File: src/rtl/mem_access_unit_if.sv
// Signal bundle between the CPU memory stage, the word-wide data bus and the
// downstream read-data decoder. The unit takes the slave view; the environment the master.
interface mem_access_unit_if;
  logic        cpu_req;
  logic        cpu_we;
  logic [31:0] cpu_addr;
  logic [31:0] cpu_wdata;
  logic [1:0]  cpu_size;
  logic        cpu_ext;
  logic        cpu_stall;
  logic        cpu_done;
  logic        cpu_err;

  logic        bus_req;
  logic        bus_we;
  logic [31:0] bus_addr;
  logic [31:0] bus_wdata;
  logic [3:0]  bus_ben;
  logic        bus_ack;
  logic [31:0] bus_rdata;

  logic [31:0] rd_word;
  logic [1:0]  rd_offset;
  logic [1:0]  rd_size;
  logic        rd_ext;
  logic        rd_valid;

  modport master (
    output cpu_req, cpu_we, cpu_addr, cpu_wdata, cpu_size, cpu_ext, bus_ack, bus_rdata,
    input  cpu_stall, cpu_done, cpu_err, bus_req, bus_we, bus_addr, bus_wdata, bus_ben,
    input  rd_word, rd_offset, rd_size, rd_ext, rd_valid
  );

  modport slave (
    input  cpu_req, cpu_we, cpu_addr, cpu_wdata, cpu_size, cpu_ext, bus_ack, bus_rdata,
    output cpu_stall, cpu_done, cpu_err, bus_req, bus_we, bus_addr, bus_wdata, bus_ben,
    output rd_word, rd_offset, rd_size, rd_ext, rd_valid
  );
endinterface

File: src/rtl/mem_access_unit.sv
// Multi-cycle load/store sequencer: alignment check, big-endian lane placement,
// req/ack bus handshake with timeout, and capture of the raw load word for the decoder.
module mem_access_unit #(
  parameter int TIMEOUT_CYCLES = 255
) (
  input logic            clk,
  input logic            rst_n,
  mem_access_unit_if.slave memIf
);

  typedef enum logic [1:0] {IDLE, WAIT, RESP} stateT;

  localparam logic [9:0] LAST_COUNT = 10'(TIMEOUT_CYCLES - 1);

  stateT       state;
  stateT       nextState;
  logic [9:0]  timeoutCnt;
  logic        errFlag;
  logic [29:0] addrReg;
  logic [3:0]  benReg;
  logic [31:0] wdataReg;
  logic        weReg;
  logic [1:0]  offsetReg;
  logic [1:0]  sizeReg;
  logic        extReg;
  logic [31:0] rdWord;
  logic [1:0]  rdOffset;
  logic [1:0]  rdSize;
  logic        rdExt;

  logic        misaligned;
  logic [3:0]  benCalc;
  logic [31:0] wdataCalc;
  logic        accept;
  logic        reject;
  logic        ackHit;
  logic        expire;

  // Lane placement: offset 0 is the most significant byte of the bus word.
  always_comb begin
    misaligned = 1'b0;
    benCalc    = 4'b0000;
    wdataCalc  = 32'h0;
    case (memIf.cpu_size)
      2'd0: begin
        misaligned = (memIf.cpu_addr[1:0] != 2'b00);
        benCalc    = 4'b1111;
        wdataCalc  = memIf.cpu_wdata;
      end
      2'd1: begin
        misaligned = memIf.cpu_addr[0];
        benCalc    = memIf.cpu_addr[1] ? 4'b0011 : 4'b1100;
        wdataCalc  = {2{memIf.cpu_wdata[15:0]}};
      end
      2'd2: begin
        benCalc   = 4'b1000 >> memIf.cpu_addr[1:0];
        wdataCalc = {4{memIf.cpu_wdata[7:0]}};
      end
      default: misaligned = 1'b1;
    endcase
    if (!memIf.cpu_we) wdataCalc = 32'h0;
  end

  assign accept = (state == IDLE) && memIf.cpu_req && !misaligned;
  assign reject = (state == IDLE) && memIf.cpu_req && misaligned;
  assign ackHit = (state == WAIT) && memIf.bus_ack;
  assign expire = (state == WAIT) && !memIf.bus_ack && (timeoutCnt == LAST_COUNT);

  always_ff @(posedge clk or negedge rst_n) begin
    if (!rst_n) state <= IDLE;
    else        state <= nextState;
  end

  // An ack in the final wait cycle takes priority over the timeout.
  always_comb begin
    nextState       = state;
    memIf.cpu_stall = 1'b0;
    memIf.cpu_done  = 1'b0;
    memIf.cpu_err   = 1'b0;
    memIf.bus_req   = 1'b0;
    memIf.rd_valid  = 1'b0;
    case (state)
      IDLE: begin
        memIf.cpu_stall = memIf.cpu_req;
        if (accept)      nextState = WAIT;
        else if (reject) nextState = RESP;
      end
      WAIT: begin
        memIf.cpu_stall = 1'b1;
        memIf.bus_req   = 1'b1;
        if (ackHit || expire) nextState = RESP;
      end
      RESP: begin
        memIf.cpu_done = 1'b1;
        memIf.cpu_err  = errFlag;
        memIf.rd_valid = !weReg && !errFlag;
        nextState      = IDLE;
      end
      default: nextState = IDLE;
    endcase
  end

  // The rd_* tuple only moves on a successful load so the decoder keeps its last good word.
  always_ff @(posedge clk or negedge rst_n) begin
    if (!rst_n) begin
      timeoutCnt <= 10'd0;
      errFlag    <= 1'b0;
      addrReg    <= 30'd0;
      benReg     <= 4'b0000;
      wdataReg   <= 32'h0;
      weReg      <= 1'b0;
      offsetReg  <= 2'd0;
      sizeReg    <= 2'd0;
      extReg     <= 1'b0;
      rdWord     <= 32'h0;
      rdOffset   <= 2'd0;
      rdSize     <= 2'd0;
      rdExt      <= 1'b0;
    end else begin
      if (accept) begin
        addrReg    <= memIf.cpu_addr[31:2];
        benReg     <= benCalc;
        wdataReg   <= wdataCalc;
        weReg      <= memIf.cpu_we;
        offsetReg  <= memIf.cpu_addr[1:0];
        sizeReg    <= memIf.cpu_size;
        extReg     <= memIf.cpu_ext;
        timeoutCnt <= 10'd0;
        errFlag    <= 1'b0;
      end else if (reject) begin
        errFlag <= 1'b1;
      end
      if ((state == WAIT) && !memIf.bus_ack) begin
        timeoutCnt <= timeoutCnt + 10'd1;
        if (expire) errFlag <= 1'b1;
      end
      if (ackHit && !weReg) begin
        rdWord   <= memIf.bus_rdata;
        rdOffset <= offsetReg;
        rdSize   <= sizeReg;
        rdExt    <= extReg;
      end
    end
  end

  assign memIf.bus_we    = weReg;
  assign memIf.bus_addr  = {addrReg, 2'b00};
  assign memIf.bus_wdata = wdataReg;
  assign memIf.bus_ben   = benReg;
  assign memIf.rd_word   = rdWord;
  assign memIf.rd_offset = rdOffset;
  assign memIf.rd_size   = rdSize;
  assign memIf.rd_ext    = rdExt;

endmodule

File: src/flat_wrapper.sv
// flat-port wrapper written by rule: the top's interface ports become plain ports
module mem_access_unit_flat 
#(
  parameter int TIMEOUT_CYCLES = 255
)
  (clk, rst_n, memIf_cpu_req, memIf_cpu_we, memIf_cpu_addr, memIf_cpu_wdata, memIf_cpu_size, memIf_cpu_ext, memIf_bus_ack, memIf_bus_rdata, memIf_cpu_stall, memIf_cpu_done, memIf_cpu_err, memIf_bus_req, memIf_bus_we, memIf_bus_addr, memIf_bus_wdata, memIf_bus_ben, memIf_rd_word, memIf_rd_offset, memIf_rd_size, memIf_rd_ext, memIf_rd_valid);
  mem_access_unit_if memIf_i ();
  input logic clk;
  input logic rst_n;
  input wire logic [$bits(memIf_i.cpu_req)-1:0] memIf_cpu_req;
  input wire logic [$bits(memIf_i.cpu_we)-1:0] memIf_cpu_we;
  input wire logic [$bits(memIf_i.cpu_addr)-1:0] memIf_cpu_addr;
  input wire logic [$bits(memIf_i.cpu_wdata)-1:0] memIf_cpu_wdata;
  input wire logic [$bits(memIf_i.cpu_size)-1:0] memIf_cpu_size;
  input wire logic [$bits(memIf_i.cpu_ext)-1:0] memIf_cpu_ext;
  input wire logic [$bits(memIf_i.bus_ack)-1:0] memIf_bus_ack;
  input wire logic [$bits(memIf_i.bus_rdata)-1:0] memIf_bus_rdata;
  output wire logic [$bits(memIf_i.cpu_stall)-1:0] memIf_cpu_stall;
  output wire logic [$bits(memIf_i.cpu_done)-1:0] memIf_cpu_done;
  output wire logic [$bits(memIf_i.cpu_err)-1:0] memIf_cpu_err;
  output wire logic [$bits(memIf_i.bus_req)-1:0] memIf_bus_req;
  output wire logic [$bits(memIf_i.bus_we)-1:0] memIf_bus_we;
  output wire logic [$bits(memIf_i.bus_addr)-1:0] memIf_bus_addr;
  output wire logic [$bits(memIf_i.bus_wdata)-1:0] memIf_bus_wdata;
  output wire logic [$bits(memIf_i.bus_ben)-1:0] memIf_bus_ben;
  output wire logic [$bits(memIf_i.rd_word)-1:0] memIf_rd_word;
  output wire logic [$bits(memIf_i.rd_offset)-1:0] memIf_rd_offset;
  output wire logic [$bits(memIf_i.rd_size)-1:0] memIf_rd_size;
  output wire logic [$bits(memIf_i.rd_ext)-1:0] memIf_rd_ext;
  output wire logic [$bits(memIf_i.rd_valid)-1:0] memIf_rd_valid;
  assign memIf_i.cpu_req = memIf_cpu_req;
  assign memIf_i.cpu_we = memIf_cpu_we;
  assign memIf_i.cpu_addr = memIf_cpu_addr;
  assign memIf_i.cpu_wdata = memIf_cpu_wdata;
  assign memIf_i.cpu_size = memIf_cpu_size;
  assign memIf_i.cpu_ext = memIf_cpu_ext;
  assign memIf_i.bus_ack = memIf_bus_ack;
  assign memIf_i.bus_rdata = memIf_bus_rdata;
  assign memIf_cpu_stall = memIf_i.cpu_stall;
  assign memIf_cpu_done = memIf_i.cpu_done;
  assign memIf_cpu_err = memIf_i.cpu_err;
  assign memIf_bus_req = memIf_i.bus_req;
  assign memIf_bus_we = memIf_i.bus_we;
  assign memIf_bus_addr = memIf_i.bus_addr;
  assign memIf_bus_wdata = memIf_i.bus_wdata;
  assign memIf_bus_ben = memIf_i.bus_ben;
  assign memIf_rd_word = memIf_i.rd_word;
  assign memIf_rd_offset = memIf_i.rd_offset;
  assign memIf_rd_size = memIf_i.rd_size;
  assign memIf_rd_ext = memIf_i.rd_ext;
  assign memIf_rd_valid = memIf_i.rd_valid;
  mem_access_unit #(.TIMEOUT_CYCLES(TIMEOUT_CYCLES)) u_core (.clk(clk), .rst_n(rst_n), .memIf(memIf_i));
endmodule
File: config.mk
export PLATFORM = sky130hd
export DESIGN_NAME = mem_access_unit_flat
export DESIGN_NICKNAME = d
export VERILOG_FILES = /design/src/rtl/mem_access_unit_if.sv /design/src/rtl/mem_access_unit.sv /design/src/flat_wrapper.sv
export SDC_FILE = /design/constraint.sdc
export NUM_CORES = 1
export LEC_CHECK = 0
export BUFFER_PORTS_ARGS = -buffer_cell sky130_fd_sc_hd__buf_2
export CORE_MARGIN = 5
export CORE_UTILIZATION = 44
export CTS_CLUSTER_DIAMETER = 30
export DETAILED_ROUTE_END_ITERATION = 16
export HOLD_SLACK_MARGIN = 0.02
export PLACE_DENSITY = 0.76
export SETUP_SLACK_MARGIN = 0.3
export SLEW_MARGIN = 0
export SYNTH_ARGS = -nofsm -noshare
export SYNTH_HDL_FRONTEND = slang
export SYNTH_SLANG_ARGS = --single-unit
File: constraint.sdc
create_clock -name clk -period 2 [get_ports clk]
set_clock_uncertainty 0.1 [all_clocks]
set_input_delay 0.3 -clock clk [delete_from_list [all_inputs] [get_ports clk]]
set_output_delay 0.3 -clock clk [all_outputs]
set_load 0.02 [all_outputs]
==> flow_summary.yaml <==
run_status:
  status: "completed"
worst_setup_path:
  cp.arrival_ps: 1450
  cp.required_ps: 1600
  rrSetupSlack_ps: 170
  rr_worst_depth: 5
  start_kind: "flip-flop"
  startpoint: "u_core.state[0]"
  crit_fanout: 7
  end_kind: "output pin"
  worstSetupPathType: "flip-flop to output pin"
  r2r_end: "u_core.addrReg[26]"
  crit_path_end: "memIf_rd_valid"
  worstReg2RegStart: "u_core.state[0]"
sta:
  worst_pin_slew_ps: 652.0
  min_period_ps: 1846
  finalCritPeriodShare_pct: 92.31
  slew_violations: 0
  fmax_mhz: 541.7
  rsz0062_at_grt: "true"
  finalHoldViolations: 0
  tns_ps: 0
  relSlewSlack_pct: 56.44
  setup_viol_count_final: 0
  fin_hold_ws_ps: 29.53
detailed_routing:
  vias: 4735
  drc: 0
  firstDrtPassIters: 5
  topRoutingLayerUsed: "met4"
  vias_per_cell: 5.016
  drtIter0Drc: 354
  wl_mm: 16.19
  wl_met2_mm: 8.060
  met3RoutedLength_mm: 1.318
  post_drt_wl_per_cell_um: 17.15
  met1_length_mm: 6.632
  postRouteAntennaNets: 0
power_and_ir_drop:
  powerDensity_nw_per_um2: 1446
  peakVddDrop_v: 0.0007792
  p_leak_nw: 4.083
  finalPower_mw: 12.15
place:
  gp_congestion: 0.8648
  port_buffers: 212
  place_area_um2: 7044
  hpwlAfterDp_mm: 10.63
final_layout:
  layout.nets: 864
  drive_gt1_share_pct: 46.56
  final_area_um2: 8403
  syn_to_final_growth_pct: 51.33
floorplan:
  die_area_um2: 14970
  die_h_um: 122.3
  io_pins: 215
  coreArea_um2: 12520
  die_w_um: 122.3
  rows: 41
  start_util_pct: 44.36
clocking:
  cts_tree: "built"
  insertion_delay_ps: 410
  h-tree-depth: 4
  cts_buffer_depth: 2
  cts_buffers: 17
  cts_root_buffer: "clkbuf_16"
  cts_sinks: 122
  clk_pin_slew_ps: 50
synth:
  synth_simple_gate_area_share_pct: 8.607
  ys_warn_count: 0
  synth.ff_latch_count: 122
  avgSynthCellArea_um2: 11.81
  async_flop_share_pct: 100.0
  synth_top_family_by_area: "multiplexers"
  synth_xor_area_share_pct: 0.4732
  seq_area_frac_synth_pct: 54.98
  synth_cells: 470
  synthFlopType: "dfrtp_1"
  synthAdderAreaFrac_pct: 0.4507
  syn_area_um2: 5553
  synth-compound-area-share_pct: 7.030
  synth.distinct_cells: 46
  synth-edff-count: 0
  synthMuxAreaShare_pct: 23.50
run:
  max_cap_viol_count: 0
min_path:
  worstHoldStart: "memIf_bus_rdata[8]"
  min_path_type: "primary input to flip-flop"
global_routing:
  grt_max_degree: 45
  grtUsageTotal_pct: 21.73
  antenna_found_initial: 0
  grt_pass1_vias: 4900
  grt-ovfl-total: 0
  grt_pass1_wl_mm: 25.34
critical path: stages, from the launching register on:
cell     delay [ps]
dfrtp_2         450
and2b_1         260
nor3b_2         170
buf_4           160
Yosys cell counts, types with 3 or more instances:
master / count / share of area, %
nand2_1: 50 / 3.4
dfrtp_1: 122 / 55
nor3b_1: 3 / 0.41
mux2_2: 75 / 15
nor2_1: 15 / 1.0
nand3b_1: 4 / 0.54
inv_1: 34 / 2.3
nand3_1: 4 / 0.36
buf_1: 3 / 0.20
o211ai_1: 6 / 0.81
nor3_1: 3 / 0.27
mux2i_1: 46 / 8.3
a21boi_0: 4 / 0.54
o2bb2ai_1: 5 / 0.79
clkbuf_1: 11 / 0.74
a31oi_1: 5 / 0.56
a21oi_1: 7 / 0.63
o21ai_0: 21 / 1.9
a22o_1: 4 / 0.63
buf_2: 13 / 1.2
per-layer routing:
metal	track usage, %	up-vias
met5	0	-
met4	6.998	0
met3	6.959	15
met2	36.28	201
met1	26.82	2319
li1	-	2200
sequential cells by signal, summed over array words and instances (netlist names):
register,count
u_core.addrReg,30
u_core.errFlag,1
u_core.extReg,1
u_core.memIf.bus_ben,4
u_core.memIf.bus_wdata,32
u_core.memIf.bus_we,1
u_core.memIf.rd_ext,1
u_core.memIf.rd_offset,2
u_core.memIf.rd_size,2
u_core.memIf.rd_word,32
u_core.offsetReg,2
u_core.sizeReg,2
u_core.state,2
u_core.timeoutCnt,10
worst min path at each step:
stage | endpoint | cells past startpoint
after floorplan | u_core.addrReg[0] | 0
after global placement | u_core.addrReg[13] | 1
after detailed placement | u_core.addrReg[7] | 1
after CTS | u_core.memIf.rd_word[8] | 2
after global routing | u_core.memIf.rd_word[8] | 2
final | u_core.memIf.rd_word[8] | 2
cells by family (layout without fill, tap and decap cells):
logic type,count (synthesis),after routing
compound gates,60,60
xor+xnor,3,3
fa+ha+maj,2,2
buf+inv,64,364
flops,122,122
mux,121,121
other cells,1,3
simple gates,97,97
placed cells by master, fill, tap and decap left out, drive strengths merged, types with 2 or more instances in the layout:
cell,instances
a211o,2
a21boi,4
a21oi,7
a22o,4
a31oi,5
and2,2
buf,237
bufinv,4
clkbuf,21
clkinv,3
clkinvlp,5
conb,2
dfrtp,122
dlygate4sd3,60
ha,2
inv,34
mux2,75
mux2i,46
nand2,50
nand2b,2
nand3,4
nand3b,4
nand4,2
nor2,17
nor2b,2
nor3,3
nor3b,4
o211ai,6
o21ai,21
o22ai,2
o2bb2ai,5
or3b,2
xnor2,2
area by class of cell:
class                           instances  area, um2
Antenna cell                            1      2.502
Clock buffer                           20      446.7
Clock inverter                         12      172.7
Fill cell                             986       4114
Inverter                               34      127.6
Multi-Input combinational cell        285       2406
Sequential cell                       122       3055
Tap cell                              172      215.2
Timing Repair Buffer                  298       1977
power by group:
part	internal [mW]	switching [mW]	leakage (nW)
registers	3.54	0.666	1.50
clock network	2.11	1.08	0.288
logic	2.11	2.64	2.29
what timing repair did:
action                                 4_1_cts  5_1_grt
buffers inserted                             4        3
gates resized for setup                      9        7
setup endpoints to repair                   60       89
cloned                                       0        1
endpoints found under the hold margin       94        0
pin swaps                                    2        4
hold buffers                                60        0
per-stage QoR:
step / util [%] / setup slack, ps / cells
6_report: 67.13 / 153.9 / 944
5_1_grt: 67.11 / 109.7 / 943
4_1_cts: 66.55 / 160.0 / 939
3_5_place_dp: 56.28 / 124.3 / 843
3_3_place_gp: 56.28 / 190.9 / 843
2_1_floorplan: - / 93.26 / 471
Note: power is estimated with default switching activity, not from simulation.
